==> config.mk <==
export PLATFORM = sky130hd
export DESIGN_NAME = led_pattern_driver
export DESIGN_NICKNAME = d
export VERILOG_FILES = /design/src/rtl/led_pattern_driver_pkg.sv /design/src/rtl/led_pattern_driver_tick_gen.sv /design/src/rtl/led_pattern_driver.sv
export SDC_FILE = /design/constraint.sdc
export NUM_CORES = 1
export LEC_CHECK = 0
export ABC_AREA = 1
export ABC_CLOCK_PERIOD_IN_PS = 3500
export CAP_MARGIN = 20
export CORE_MARGIN = 2
export CORE_UTILIZATION = 39
export CTS_BUF_LIST = sky130_fd_sc_hd__clkbuf_16
export CTS_CLUSTER_DIAMETER = 150
export CTS_CLUSTER_SIZE = 20
export DETAILED_ROUTE_END_ITERATION = 7
export PLACE_DENSITY = 0.52
export SYNTH_ARGS = -nofsm -noshare
export SYNTH_HDL_FRONTEND = slang
export SYNTH_HIERARCHICAL = 1
export SYNTH_SLANG_ARGS = --single-unit
export TNS_END_PERCENT = 100
==> constraint.sdc <==
create_clock -name CLK -period 3.5 [get_ports CLK]
set_input_delay 0.35 -clock CLK [delete_from_list [all_inputs] [get_ports CLK]]
set_output_delay 0.35 -clock CLK [all_outputs]
set_load 0.01 [all_outputs]
==> src/rtl/led_pattern_driver_pkg.sv <==
`default_nettype none
// ============================================================================
// Module   : led_pkg
// Purpose  : Shared mode encodings for the LED pattern driver.
// Revision : 1.0 - initial release
// ============================================================================
package led_pkg;

  localparam int MODE_W = 2;

  localparam logic [MODE_W-1:0] MODE_RUN_L  = 2'd0;
  localparam logic [MODE_W-1:0] MODE_RUN_R  = 2'd1;
  localparam logic [MODE_W-1:0] MODE_BOUNCE = 2'd2;
  localparam logic [MODE_W-1:0] MODE_BLINK  = 2'd3;

endpackage
`default_nettype wire

==> src/rtl/led_pattern_driver_tick_gen.sv <==
`default_nettype none
// ============================================================================
// Module   : tick_gen
// Purpose  : Enable-gated prescaler. Counts 0..CYCLES-1 and raises Tick
//            combinationally during the last count of each period.
// Revision : 1.0 - initial release
// ============================================================================
module tick_gen #(
  parameter int CYCLES = 4
) (
  input  logic CLK,
  input  logic RST,
  input  logic Enable,
  output logic Tick
);

  localparam int             CW   = (CYCLES > 1) ? $clog2(CYCLES) : 1;
  localparam logic [CW-1:0]  LAST = CW'(CYCLES - 1);

  logic [CW-1:0] r_count;
  logic          w_at_last;

  assign w_at_last = (r_count == LAST);
  assign Tick      = w_at_last & Enable;

  // Count while enabled, wrap after the last value; hold when disabled.
  always_ff @(posedge CLK or posedge RST) begin
    if (RST) begin
      r_count <= '0;
    end else if (Enable) begin
      r_count <= w_at_last ? '0 : r_count + 1'b1;
    end
  end

endmodule
`default_nettype wire

==> src/rtl/led_pattern_driver.sv <==
`default_nettype none
// ============================================================================
// Module   : led_pattern_driver
// Purpose  : One flash LED plus CH_NUM run LEDs with four runtime-selectable
//            run patterns (run left, run right, bounce, blink-all). Mode
//            changes take effect only on step boundaries.
// Options  : LED_PWM_EN - adds Duty[3:0] input and 16-level PWM dimming of
//            the LED pins.
// Revision : 1.0 - initial release
// ============================================================================
module led_pattern_driver
  import led_pkg::*;
#(
  parameter int CH_NUM       = 3,
  parameter int STEP_CYCLES  = 25_000_000,
  parameter int FLASH_CYCLES = 12_500_000
) (
  input  logic              CLK,
  input  logic              RST,
  input  logic              Enable,
  input  logic [MODE_W-1:0] Mode,
  input  logic              Mode_Load,
`ifdef LED_PWM_EN
  input  logic [3:0]        Duty,
`endif
  output logic              Mode_Pending,
  output logic              Step_Tick,
  output logic              Flash_LED,
  output logic [CH_NUM-1:0] Run_LED
);

  localparam logic [CH_NUM-1:0] SEED_LSB = CH_NUM'(1);
  localparam logic [CH_NUM-1:0] SEED_MSB = {1'b1, {(CH_NUM-1){1'b0}}};
  localparam logic [CH_NUM-1:0] SEED_ALL = {CH_NUM{1'b1}};

  // Starting pattern loaded whenever a mode is (re)applied.
  function automatic logic [CH_NUM-1:0] seed_of(input logic [MODE_W-1:0] m);
    logic [CH_NUM-1:0] s;
    s = SEED_LSB;
    case (m)
      MODE_RUN_L:  s = SEED_LSB;
      MODE_RUN_R:  s = SEED_MSB;
      MODE_BOUNCE: s = SEED_LSB;
      MODE_BLINK:  s = SEED_ALL;
      default:     s = SEED_LSB;
    endcase
    return s;
  endfunction

  logic              w_step_tick;
  logic              w_flash_tick;
  logic [MODE_W-1:0] w_new_mode;
  logic [CH_NUM-1:0] w_rotl;
  logic [CH_NUM-1:0] w_rotr;
  logic [CH_NUM-1:0] w_shl;
  logic [CH_NUM-1:0] w_shr;

  logic [MODE_W-1:0] r_mode;
  logic [MODE_W-1:0] r_pend_mode;
  logic              r_pending;
  logic              r_dir_up;
  logic [CH_NUM-1:0] r_run;
  logic              r_flash;
  logic              r_step_tick;

  tick_gen #(.CYCLES(STEP_CYCLES)) u_step_tick (
    .CLK    (CLK),
    .RST    (RST),
    .Enable (Enable),
    .Tick   (w_step_tick)
  );

  tick_gen #(.CYCLES(FLASH_CYCLES)) u_flash_tick (
    .CLK    (CLK),
    .RST    (RST),
    .Enable (Enable),
    .Tick   (w_flash_tick)
  );

  // A load coincident with the tick bypasses the pending register.
  assign w_new_mode = Mode_Load ? Mode : r_pend_mode;

  assign w_rotl = {r_run[CH_NUM-2:0], r_run[CH_NUM-1]};
  assign w_rotr = {r_run[0], r_run[CH_NUM-1:1]};
  assign w_shl  = {r_run[CH_NUM-2:0], 1'b0};
  assign w_shr  = {1'b0, r_run[CH_NUM-1:1]};

  // Mode capture, mode switch on step boundary and run pattern advance.
  always_ff @(posedge CLK or posedge RST) begin
    if (RST) begin
      r_mode      <= MODE_RUN_L;
      r_pend_mode <= MODE_RUN_L;
      r_pending   <= 1'b0;
      r_dir_up    <= 1'b1;
      r_run       <= SEED_LSB;
      r_step_tick <= 1'b0;
    end else begin
      r_step_tick <= w_step_tick;
      if (w_step_tick) begin
        if (Mode_Load || r_pending) begin
          // Switching (even to the same mode) re-seeds instead of advancing.
          r_mode    <= w_new_mode;
          r_run     <= seed_of(w_new_mode);
          r_dir_up  <= 1'b1;
          r_pending <= 1'b0;
        end else begin
          case (r_mode)
            MODE_RUN_L: r_run <= w_rotl;
            MODE_RUN_R: r_run <= w_rotr;
            MODE_BOUNCE: begin
              if (r_dir_up) begin
                r_run <= w_shl;
                if (w_shl[CH_NUM-1]) r_dir_up <= 1'b0;
              end else begin
                r_run <= w_shr;
                if (w_shr[0]) r_dir_up <= 1'b1;
              end
            end
            MODE_BLINK: r_run <= ~r_run;
            default:    r_run <= w_rotl;
          endcase
        end
      end else if (Mode_Load) begin
        // Last write wins while a change is pending.
        r_pend_mode <= Mode;
        r_pending   <= 1'b1;
      end
    end
  end

  // Flash LED toggles at each flash prescaler wrap.
  always_ff @(posedge CLK or posedge RST) begin
    if (RST) begin
      r_flash <= 1'b0;
    end else if (w_flash_tick) begin
      r_flash <= ~r_flash;
    end
  end

  assign Mode_Pending = r_pending;
  assign Step_Tick    = r_step_tick;

`ifdef LED_PWM_EN
  logic [3:0] r_pwm_cnt;
  logic       w_pwm_on;

  // Free-running PWM phase counter, frozen together with the prescalers.
  always_ff @(posedge CLK or posedge RST) begin
    if (RST) begin
      r_pwm_cnt <= 4'd0;
    end else if (Enable) begin
      r_pwm_cnt <= r_pwm_cnt + 4'd1;
    end
  end

  assign w_pwm_on  = (r_pwm_cnt < Duty);
  assign Run_LED   = r_run & {CH_NUM{w_pwm_on}};
  assign Flash_LED = r_flash & w_pwm_on;
`else
  assign Run_LED   = r_run;
  assign Flash_LED = r_flash;
`endif

endmodule
`default_nettype wire

==> metrics.md, run 1 <==
| Metric | Value |
|---|---|
| Status | completed |
| First-pass GRT wire length | 13800 um |
| TritonCTS clock tree | done |
| Pwr dens | 474 nW/um^2 |
| Yosys warns | 6 |
| Worst Path Arrival | 2.66 ns |
| Worst hold path type | in -> async |
| Crit path buffers/inverters | 5 |
| GP Congestion | 0.812 |
| Final hold vios | 0 |
| CP peak stage delay | 0.56 ns |
| Worst slew pin tran | around 0.53 ns |
| Required time worst endpoint | 3.75 ns |
| Startpoint Class | input port |
| Vias post-DR | 3204 |
| Drt wl/cell | 11.6 um |
| Die height | 103 um |
| Register area share after synthesis | 39.5% |
| Number of H-tree levels | 3 |
| Remaining global-route overflow | 0 |
| Leak | 0.00224 uW |
| Mapped Area | 3810 um^2 |
| CTS resizes | 0 |
| Setup_tns | 0 ns |
| CTS Sinks | 60 |
| Avg Vias per Cell | 4.51 |
| Initial antenna violation count | 0 |
| FFs w/ async S/R, synth | between 90% and 100% |
| Final WL | approximately 8200 um |
| Worst slew margin | 64.4% |
| First drt pass iteration count | 4 |
| Post-synth EDFFs | 0 |
| Critical path class | in -> reg |
| Critical path capture point type | flop |
| Initial core utilization | 39.5% |
| Cell count after synthesis | 552 |
| Final setup viols | 0 |
| Top-Level Pins | 12 |
| Crit-path cells | clkdlybuf4s50_1 > inv_4 > nor3_1 > nand2_1 > nor2_1 > nand2_1 > inv_1 > inv_1 > nor2_4 > inv_2 > nor2_2 > o21bai_1 |
| Mean Syn Cell Area | 6.90 um^2 |
| Vias in the first global route | 2963 |
| Max-Cap Viols | 0 |
| Peak fanout along the critical path | 13 |
| # port buffers | 11 |
| Antenna fix cells | 0 |
| GR Util All Layers | 17.0% |
| Num CTS Buffers | 9 |
| Post-synth top flop | dfrtp_1 |
| Post-synth net total | approximately 560 |
| Layout Skew | 0.00980 ns |
| Layout Nets | 582 |
| Synthesis-stage register bit count | 60 |
| Area Growth Syn to Fin | 14.9% |
| Post-synth cell types | 36 |
| Layout cells sized above 1 | 11.4% |
| Antenna viol nets, final | 0 |
| Skew-Pair Late Insertion Delay | 0.33 ns |
| Crit path time final | ~2.4 ns |
| RSZ-0062 raised after global routing | false |
| Slew Viols, Final | 0 |
| Crit path max-delay family | buffers and inverters |
| Clock transition at path regs | about 0.050 ns |
| CTS Root Cell | clkbuf_16 |
| Final period util | just under 70% |
| Largest net degree at the start of global routing | 26 |
| Die X | slightly above 100 um |
| Drt drc | 0 |
| DR iter-0 viols | 89 |
| Critical-path top delay cell | clkdlybuf4s50_1 |
| Core region area | 9640 um^2 |
| Worst vdd rail ir drop | 237 uV |
| Die area | 10600 um^2 |
| Fmax | roughly 420 MHz |
| Buffers inserted during post-CTS setup optimization | 0 |
| Row count | 36 |
| Hold-fix buffers, CTS | 0 |
| Hpwl dp | 6110 um |
| Hold slack | 0.388 ns |
| CTS Buffer Depth | 2 |
[sequential cells by signal (all words and copies together) (netlist names)]
| signal | flops |
|---|---|
| u_step_tick/r_count | 25 |
| u_flash_tick/r_count | 24 |
| Run_LED | 3 |
| r_mode | 2 |
| r_pend_mode | 2 |
| Flash_LED | 1 |
| Mode_Pending | 1 |
| Step_Tick | 1 |
| r_dir_up | 1 |
[where the power goes]
part           switching [uW]  internal [uW]  total (uW)
sequential                105            782         887
clock                     306            541         846
combinational             211            129         341
total                     622           1450        2070
[layout make-up]
| class | count | area [um^2] |
|---|---|---|
| Clock buffer | 9 | 225 |
| Clock inverter | 7 | 60.1 |
| Fill cell | 1020 | 5270 |
| Inverter | 92 | 348 |
| Multi-Input combinational cell | 395 | 1910 |
| Sequential cell | 60 | 1500 |
| Tap cell | 133 | 166 |
| Timing Repair Buffer | 14 | 160 |
[path summary, 6_finish.rpt]
path	startpoint	cells past startpoint	slack, ns	end
worst max-delay path	Enable	12	1.09	r_mode[1]
worst min-delay path	RST	2	0.39	u_step_tick/r_count[3]
worst max register to register	u_step_tick/r_count[0]	12	1.10	r_mode[1]
worst min register to register	Flash_LED	1	0.47	Flash_LED
max in group asynchronous	RST	3	2.53	u_flash_tick/r_count[0]
min in group CLK	Flash_LED	1	0.47	Flash_LED
[layout by cell type (no fill, tap or decap), drive strengths merged, types with 3 or more instances in the layout]
master	count
xor2	12
o21ai	12
clkbuf	9
inv	92
a21oi	9
ha	4
nand3	32
nand2	176
buf	3
xnor2	4
clkdlybuf4s50	11
nand4	7
dfrtp	58
clkinv	5
nor2	124
[cell usage after synthesis, drive strengths merged, types with 4 or more instances]
master	number	area share, %
xnor2	4	0.92
nand4	7	1.2
o21ai	12	1.7
nand2	176	18
inv	90	8.9
xor2	12	2.8
nand3	32	4.7
nor2	124	15
a21oi	9	1.3
buf	5	1.2
dfrtp	58	38
ha	4	1.3
[routing by layer]
metal / up-vias / wire (um) / GRT usage [%] / part of all wire [%]
met5: - / 0 / 0 / 0
met2: 41 / 3620 / 26.2 / 44
met4: 0 / 195 / 7.29 / 2.4
met3: 15 / 221 / 3.80 / 2.7
met1: 1441 / 4200 / 23.0 / 51
li1: 1707 / - / - / -
[through the flow]
stage / util (%) / setup WS (ns) / instances / cell area [um^2] / total power (uW)
after floorplan: - / 1.72 / 552 / 3810 / 1150
after global placement: 42.0 / 0.821 / 692 / 4040 / 1230
after detailed placement: 42.0 / 0.744 / 692 / 4040 / 1230
after CTS: 44.9 / 1.09 / 708 / 4330 / 2100
after global routing: 45.4 / 0.854 / 710 / 4370 / 2200
final: 45.4 / 1.09 / 710 / 4370 / 2070
[cell families after synthesis]
| logic type | after synthesis | share of synthesized area (%) |
|---|---|---|
| compound gates | 29 | 4.44 |
| flops | 60 | 39.5 |
| xor+xnor | 16 | 3.68 |
| buf+inv | 97 | 10.4 |
| mux | 1 | 0.263 |
| fa+ha+maj | 4 | 1.31 |
| simple gates | 345 | 40.4 |
Power figures use the tool's default switching activity.
==> inputs of run 2 (changes only) <==
--- a/config.mk
+++ b/config.mk
@@ -6,7 +6,7 @@
 export NUM_CORES = 1
 export LEC_CHECK = 0
 export ABC_AREA = 1
-export ABC_CLOCK_PERIOD_IN_PS = 3500
+export ABC_CLOCK_PERIOD_IN_PS = 2000
 export CAP_MARGIN = 20
 export CORE_MARGIN = 2
 export CORE_UTILIZATION = 39
@@ -14,7 +14,7 @@
 export CTS_CLUSTER_DIAMETER = 150
 export CTS_CLUSTER_SIZE = 20
 export DETAILED_ROUTE_END_ITERATION = 7
-export PLACE_DENSITY = 0.52
+export PLACE_DENSITY = 0.54
 export SYNTH_ARGS = -nofsm -noshare
 export SYNTH_HDL_FRONTEND = slang
 export SYNTH_HIERARCHICAL = 1
==> constraint.sdc (replaced) <==
create_clock -name CLK -period 2 [get_ports CLK]
set_input_delay 0.2 -clock CLK [delete_from_list [all_inputs] [get_ports CLK]]
set_output_delay 0.2 -clock CLK [all_outputs]
set_load 0.01 [all_outputs]
==> run 2 against run 1 <==
Effect of this change:
- sequential share of layout area shrank 0.35 points
- critical endpoint unchanged
- non-clock buffer count grew 8
- sequential power up 75%
- routed wire length down 3.3%
- clock skew decreased by 0.0044 ns
- final area up 1.0%
- utilization grew 0.47 points
- die area stayed put
- flip-flop and latch count unchanged
- combinational power grew 74%
- global-route usage shrank 0.37 points
- highest routed layer unchanged
==> metrics.md, run 2 (synthesized netlist as in run 1, its figures left out) <==
| Metric | Value |
|---|---|
| Status | completed |
| Initial antenna violation count | 0 (unchanged) |
| Top-Level Pins | 12 (unchanged) |
| Largest net degree at the start of global routing | 25 (-3.8%) |
| Pwr dens | 821 nW/um^2 (+73%) |
| Sequential cell area | 1500 um^2 (unchanged) |
| Core region area | 9640 um^2 (unchanged) |
| Critical path capture point type | flop |
| Skew-Pair Late Insertion Delay | 0.32 ns (about the same) |
| Worst hold path type | in -> async |
| Final WL | 7970 um (-3.3%) |
| Worst Path Arrival | 1.98 ns (-0.68 ns) |
| Critical path class | reg -> reg |
| Final setup viols | 0 (unchanged) |
| Power share of the sequential group | 42.8% (about the same) |
| Final hold vios | 0 (unchanged) |
| Worst slew pin tran | 0.545 ns (+0.0125 ns) |
| Initial core utilization | 39.5% (unchanged) |
| CP peak stage delay | 0.38 ns (-0.18 ns) |
| Worst reg2reg startpoint | u_step_tick/r_count[0] |
| Sw frac | 29.9% (-0.10 points) |
| Reg2reg end | r_mode[1] |
| Clk pwr share | 40.9% (about the same) |
| Clock transition at path regs | 0.05 ns (about the same) |
| Vias post-DR | 3229 (+0.78%) |
| CTS Root Cell | clkbuf_16 |
| Drt wl/cell | 11.1 um (-4.4%) |
| Startpoint Class | flop |
| Peak fanout along the critical path | 4 (-9) |
| Biggest register | u_step_tick/r_count |
| Fin worst setup slack | 0.270 ns (-0.823 ns) |
| Num CTS Buffers | 9 (unchanged) |
| Internal | 2540 uW (+75%) |
| Antenna viol nets, final | 0 (unchanged) |
| Max-Cap Viols | 0 (unchanged) |
| CTS resizes | 0 (unchanged) |
| Hold-fix buffers, CTS | 0 (unchanged) |
| Hpwl dp | 6160 um (+0.93%) |
| Hold slack | 0.238 ns (-0.151 ns) |
| Remaining global-route overflow | 0 (unchanged) |
| CTS Buffer Depth | 2 (unchanged) |
| Max reg flops | 25 (unchanged) |
| Number of H-tree levels | 3 (unchanged) |
| Reg2Reg Setup Slack | 0.27 ns (-0.83 ns) |
| Logic gate share of total power | 16.4% (about the same) |
| Avg Vias per Cell | 4.50 (-0.34%) |
| Area of the multi-input gates | 1910 um^2 (unchanged) |
| Die X | 103 um (unchanged) |
| Layout cells sized above 1 | 12.6% (+1.2 points) |
| Area Growth Syn to Fin | 16.0% |
| Leak | 0.00227 uW (+1.4%) |
| Crit path buffers/inverters | 3 (-2) |
| Fill cells | 1021 (+0.098%) |
| Pre-CTS WS | 0.123 ns (-0.621 ns) |
| R2R depth | 12 (unchanged) |
| Drt drc | 0 (unchanged) |
| Crit path max-delay family | simple AND/OR/NAND/NOR gates |
| Buffers inserted during post-CTS setup optimization | 0 (unchanged) |
| Most common cell after layout, fill and taps aside | nand2_1 |
| CTS Sinks | 60 (unchanged) |
| Vias in the first global route | 3091 (+4.3%) |
| Setup_tns | 0 ns (unchanged) |
| Overall power | 3630 uW (+75%) |
| Most frequent cells in the layout | nand2_1 (165), nor2_1 (104), inv_1 (84) |
| Critical-path top delay cell | dfrtp_1 |
| Crit path time final | 1.73 ns |
| CP dominant cell by count | nand2_1 |
| Worst vdd rail ir drop | 459 uV (+93%) |
| GR Util All Layers | 16.6% (-0.37 points) |
| GP Congestion | 0.830 (+2.2%) |
| TritonCTS clock tree | done |
| Die height | 103 um (unchanged) |
| Row count | 36 (unchanged) |
| Slew Viols, Final | 0 (unchanged) |
| Crit-path cells | ha_1 > nand2_1 > nor2_2 > nand2_1 > nor2_1 > nand2_1 > inv_1 > inv_1 > nor2_4 > inv_2 > nor2_2 > o21bai_1 |
| First drt pass iteration count | 4 (unchanged) |
| Last element of the critical path | r_mode[1] |
| # port buffers | 11 (unchanged) |
| Cell count along the critical path | 12 (unchanged) |
| Switching Power | 1080 uW (+74%) |
| Fmax | approximately 580 MHz |
| Antenna fix cells | 0 (unchanged) |
| DR iter-0 viols | 111 (+25%) |
| RSZ-0062 raised after global routing | false |
| Die area | 10600 um^2 (unchanged) |
| Setup crit start | u_step_tick/r_count[0] |
| Required time worst endpoint | 2.25 ns (-1.50 ns) |
| Final period util | between 80 and 90% |
| First-pass GRT wire length | 13800 um (-0.25%) |
| Layout Nets | 590 (+1.4%) |
| Layout Skew | 0.00544 ns (-0.00436 ns) |
| Worst slew margin | 63.6% (-0.83 points) |
[run 2: worst min path at each step]
stage	start	end	slack, ns	depth (start not counted)
floorplan	RST	Flash_LED	0.05	1
global placement	Flash_LED	Flash_LED	0.45	1
detailed placement	Flash_LED	Flash_LED	0.48	1
CTS	RST	Run_LED[2]	0.25	2
global route	RST	Step_Tick	0.30	2
finish	RST	r_mode[1]	0.24	2
[run 2: per-layer routing]
| metal | GRT usage [%] | part of all wire, % |
|---|---|---|
| met3 | 3.05 | 1.9 |
| met1 | 22.1 | 51 |
| met4 | 5.47 | 1.3 |
| met2 | 27.5 | 46 |
| met5 | 0 | 0 |
[run 2: cell type report]
class	instances	share of cell area (%)
inverters	92	7.88
multi-input cells	395	43.2
repair buffers	22	4.65
clock buffers	9	5.10
clock inverters	7	1.36
well taps	133	3.77
flip-flops and latches	60	34.1
[run 2: power by group through the flow]
stage	logic (uW)	clock network, uW	registers [uW]
final	593	1480	1550
after global routing	681	1580	1580
after CTS	603	1530	1550
after detailed placement	598	0	1570
after global placement	588	0	1560
after floorplan	488	0	1530
[run 2: per-stage QoR]
stage          std cells  area, um^2  utilization [%]
2_1_floorplan        552        3810                -
3_3_place_gp         702        4130             42.9
3_5_place_dp         702        4130             42.9
4_1_cts              718        4420             45.8
5_1_grt              718        4420             45.8
6_report             718        4420             45.8
[run 2: worst reg2reg max path, delay by kind of cell (launching register included)]
family	cells	cell delay, ns
AO/OA/AOI/OAI	1	0.11
buffers and inverters	3	0.22
flip-flops	1	0.38
AND/OR/NAND/NOR	7	0.75
adder cells (fa/ha/maj)	1	0.21
==> inputs of run 3 (changes only) <==
--- a/config.mk
+++ b/config.mk
@@ -9,12 +9,13 @@
 export ABC_CLOCK_PERIOD_IN_PS = 2000
 export CAP_MARGIN = 20
 export CORE_MARGIN = 2
-export CORE_UTILIZATION = 39
+export CORE_UTILIZATION = 30
 export CTS_BUF_LIST = sky130_fd_sc_hd__clkbuf_16
 export CTS_CLUSTER_DIAMETER = 150
 export CTS_CLUSTER_SIZE = 20
 export DETAILED_ROUTE_END_ITERATION = 7
-export PLACE_DENSITY = 0.54
+export PLACE_DENSITY = 0.43
+export SLEW_MARGIN = 0
 export SYNTH_ARGS = -nofsm -noshare
 export SYNTH_HDL_FRONTEND = slang
 export SYNTH_HIERARCHICAL = 1
==> run 3 against run 2 <==
Effect of this change:
- utilization fell by 9.9 points
- register-to-register slack barely moved
- critical path depth did not move
- via count rose by 1.3%
- largest cell class unchanged
- largest power group is now the clock network
==> metrics.md, run 3 (synthesized netlist as in run 1, its figures left out) <==
| Metric | Value |
|---|---|
| Final setup viols | 0 (unchanged) |
| Core region area | 12500 um^2 (+30%) |
| Hold slack | 0.239 ns (+0.00141 ns) |
| Row count | 41 (+14%) |
| Critical path capture point type | flop |
| Max-Cap Viols | 0 (unchanged) |
| Die X | 117 um (+13%) |
| Layout Nets | 589 (-0.17%) |
| Final period util | 86.0% (-0.48 points) |
| Met1 usage | 18.8% (-3.3 points) |
| Status | completed |
| Last element of the critical path | Run_LED[2] |
| Crit path time final | 1.72 ns (-0.00961 ns) |
| Hpwl dp | 6610 um (+7.3%) |
| Top-Level Pins | 12 (unchanged) |
| First-pass GRT wire length | 14900 um (+7.9%) |
| Reg2reg end | Run_LED[2] |
| Drt drc | 0 (unchanged) |
| Worst slew pin tran | 0.466 ns (-0.0791 ns) |
| Layout cells sized above 1 | 12.3% (-0.32 points) |
| Vias in the first global route | 3164 (+2.4%) |
| Die area | 13600 um^2 (+29%) |
| CTS Sinks | 60 (unchanged) |
| CTS Buffer Depth | 2 (unchanged) |
| Hold-fix buffers, CTS | 0 (unchanged) |
| DR iter-0 viols | 188 (+69%) |
| Avg Vias per Cell | 4.33 (-3.8%) |
| GR Util All Layers | 14.4% (-2.2 points) |
| Max reg flops | 25 (unchanged) |
| Met2 usage | 21.9% (-5.6 points) |
| Worst Path Arrival | 1.98 ns (about the same) |
| Reg2Reg Setup Slack | 0.28 ns (about the same) |
| TritonCTS clock tree | done |
| # port buffers | 11 (unchanged) |
| Worst slew margin | 68.9% (+5.3 points) |
| Vias post-DR | 3270 (+1.3%) |
| Biggest register | u_step_tick/r_count |
| Critical path class | reg -> reg |
| Leak | 0.00228 uW (+0.38%) |
| Peak fanout along the critical path | 9 (+5) |
| RSZ-0062 raised after global routing | false |
| Die height | 117 um (+13%) |
| Fin worst setup slack | 0.280 ns (+0.00961 ns) |
| Worst reg2reg startpoint | u_step_tick/r_count[0] |
| Skew-Pair Late Insertion Delay | 0.34 ns (+0.02 ns) |
| Fmax | 581 MHz (+0.56%) |
| Antenna fix cells | 0 (unchanged) |
| Most common cell after layout, fill and taps aside | nand2_1 |
| Area Growth Syn to Fin | 18.0% |
| Met3 Track Usage GR | 3.89% (+0.84 points) |
| First drt pass iteration count | 4 (unchanged) |
| Pwr dens | 873 nW/um^2 (+6.3%) |
| Slew Viols, Final | 0 (unchanged) |
| Initial core utilization | 30.4% (-9.1 points) |
| Setup crit start | u_step_tick/r_count[0] |
| GP Congestion | 0.826 (-0.41%) |
| Fill cells | 1383 (+35%) |
| Drt wl/cell | 11.7 um (+5.2%) |
| Layout Skew | 0.00565 ns (+0.000207 ns) |
| Most frequent cells in the layout | nand2_1 (165), nor2_1 (104), inv_1 (83) |
| Pre-CTS WS | 0.114 ns (-0.00910 ns) |
| R2R depth | 12 (unchanged) |
| Worst hold path type | in -> async |
| Final WL | 8830 um (+11%) |
| Required time worst endpoint | 2.26 ns (about the same) |
| Remaining global-route overflow | 0 (unchanged) |
| Number of H-tree levels | 3 (unchanged) |
| Startpoint Class | flop |
| Num CTS Buffers | 9 (unchanged) |
| Largest net degree at the start of global routing | 26 (+4.0%) |
| Most Crowded Layer GR | met2 |
| Clock transition at path regs | 0.06 ns (about the same) |
| Buffers inserted during post-CTS setup optimization | 0 (unchanged) |
| Setup_tns | 0 ns (unchanged) |
| Initial antenna violation count | 0 (unchanged) |
| CTS Root Cell | clkbuf_16 |
| Antenna viol nets, final | 0 (unchanged) |
| Worst vdd rail ir drop | 529 uV (+15%) |
| Final hold vios | 0 (unchanged) |
| CTS resizes | 0 (unchanged) |
[run 3: cell types whose count changed in the layout (fill, tap and decap cells not counted)]
cell and delta:
bufinv_16 +2, buf_12 -1, inv_1 -1, clkinvlp_4 -1
clkinv_1 +2, clkinv_2 -2
[run 3: cell type report]
class | count | area, um^2 | share of cell area (%)
flip-flops and latches | 60 | 1500 | 33.5
well taps | 172 | 215 | 4.79
clock buffers | 9 | 225 | 5.01
clock inverters | 7 | 106 | 2.37
multi-input cells | 395 | 1910 | 42.5
repair buffers | 21 | 185 | 4.12
inverters | 92 | 348 | 7.74
[run 3: worst min path at each step]
stage                     startpoint   endpoint  slack (ns)  cells after the start
after global routing             RST  Step_Tick        0.29                      2
after floorplan                  RST  Flash_LED        0.05                      1
after global placement     Flash_LED  Flash_LED        0.46                      1
after CTS                        RST  Step_Tick        0.26                      2
after detailed placement   Flash_LED  Flash_LED        0.46                      1
final                            RST  Flash_LED        0.24                      2
[run 3: routing by layer]
metal	up-vias	part of all wire, %	wire length (um)
li1	1720	-	-
met1	1495	49	4340
met2	34	45	3980
met3	21	2.9	254
met4	0	2.9	257
met5	-	0	0
[run 3: power breakdown]
group	total, uW	switching [uW]	leakage (uW)	internal [uW]
registers	1550	187	0.000675	1370
clock network	1780	576	0.000166	1200
logic	590	368	0.00144	222
[run 3: through the flow]
step / instance area, um^2 / util (%) / instances / total power [uW]
after floorplan: 3810 / - / 552 / 2010
after global placement: 4160 / 33.2 / 740 / 2170
final: 4490 / 35.9 / 756 / 3920
after detailed placement: 4160 / 33.2 / 740 / 2170
after CTS: 4490 / 35.9 / 756 / 3990
after global routing: 4490 / 35.9 / 756 / 4160
[run 3: worst max-delay path: stages, from the launching register on]
cell and delay (ns):
dfrtp_1 0.38, ha_1 0.20, nand2_1 0.09, nor2_2 0.11, nand2_1 0.08, nor2_1 0.11, nand2_1 0.07, inv_1 0.09
buf_4 0.17, nand2_1 0.07, clkinv_1 0.06, o21ai_0 0.07, o21ai_1 0.14
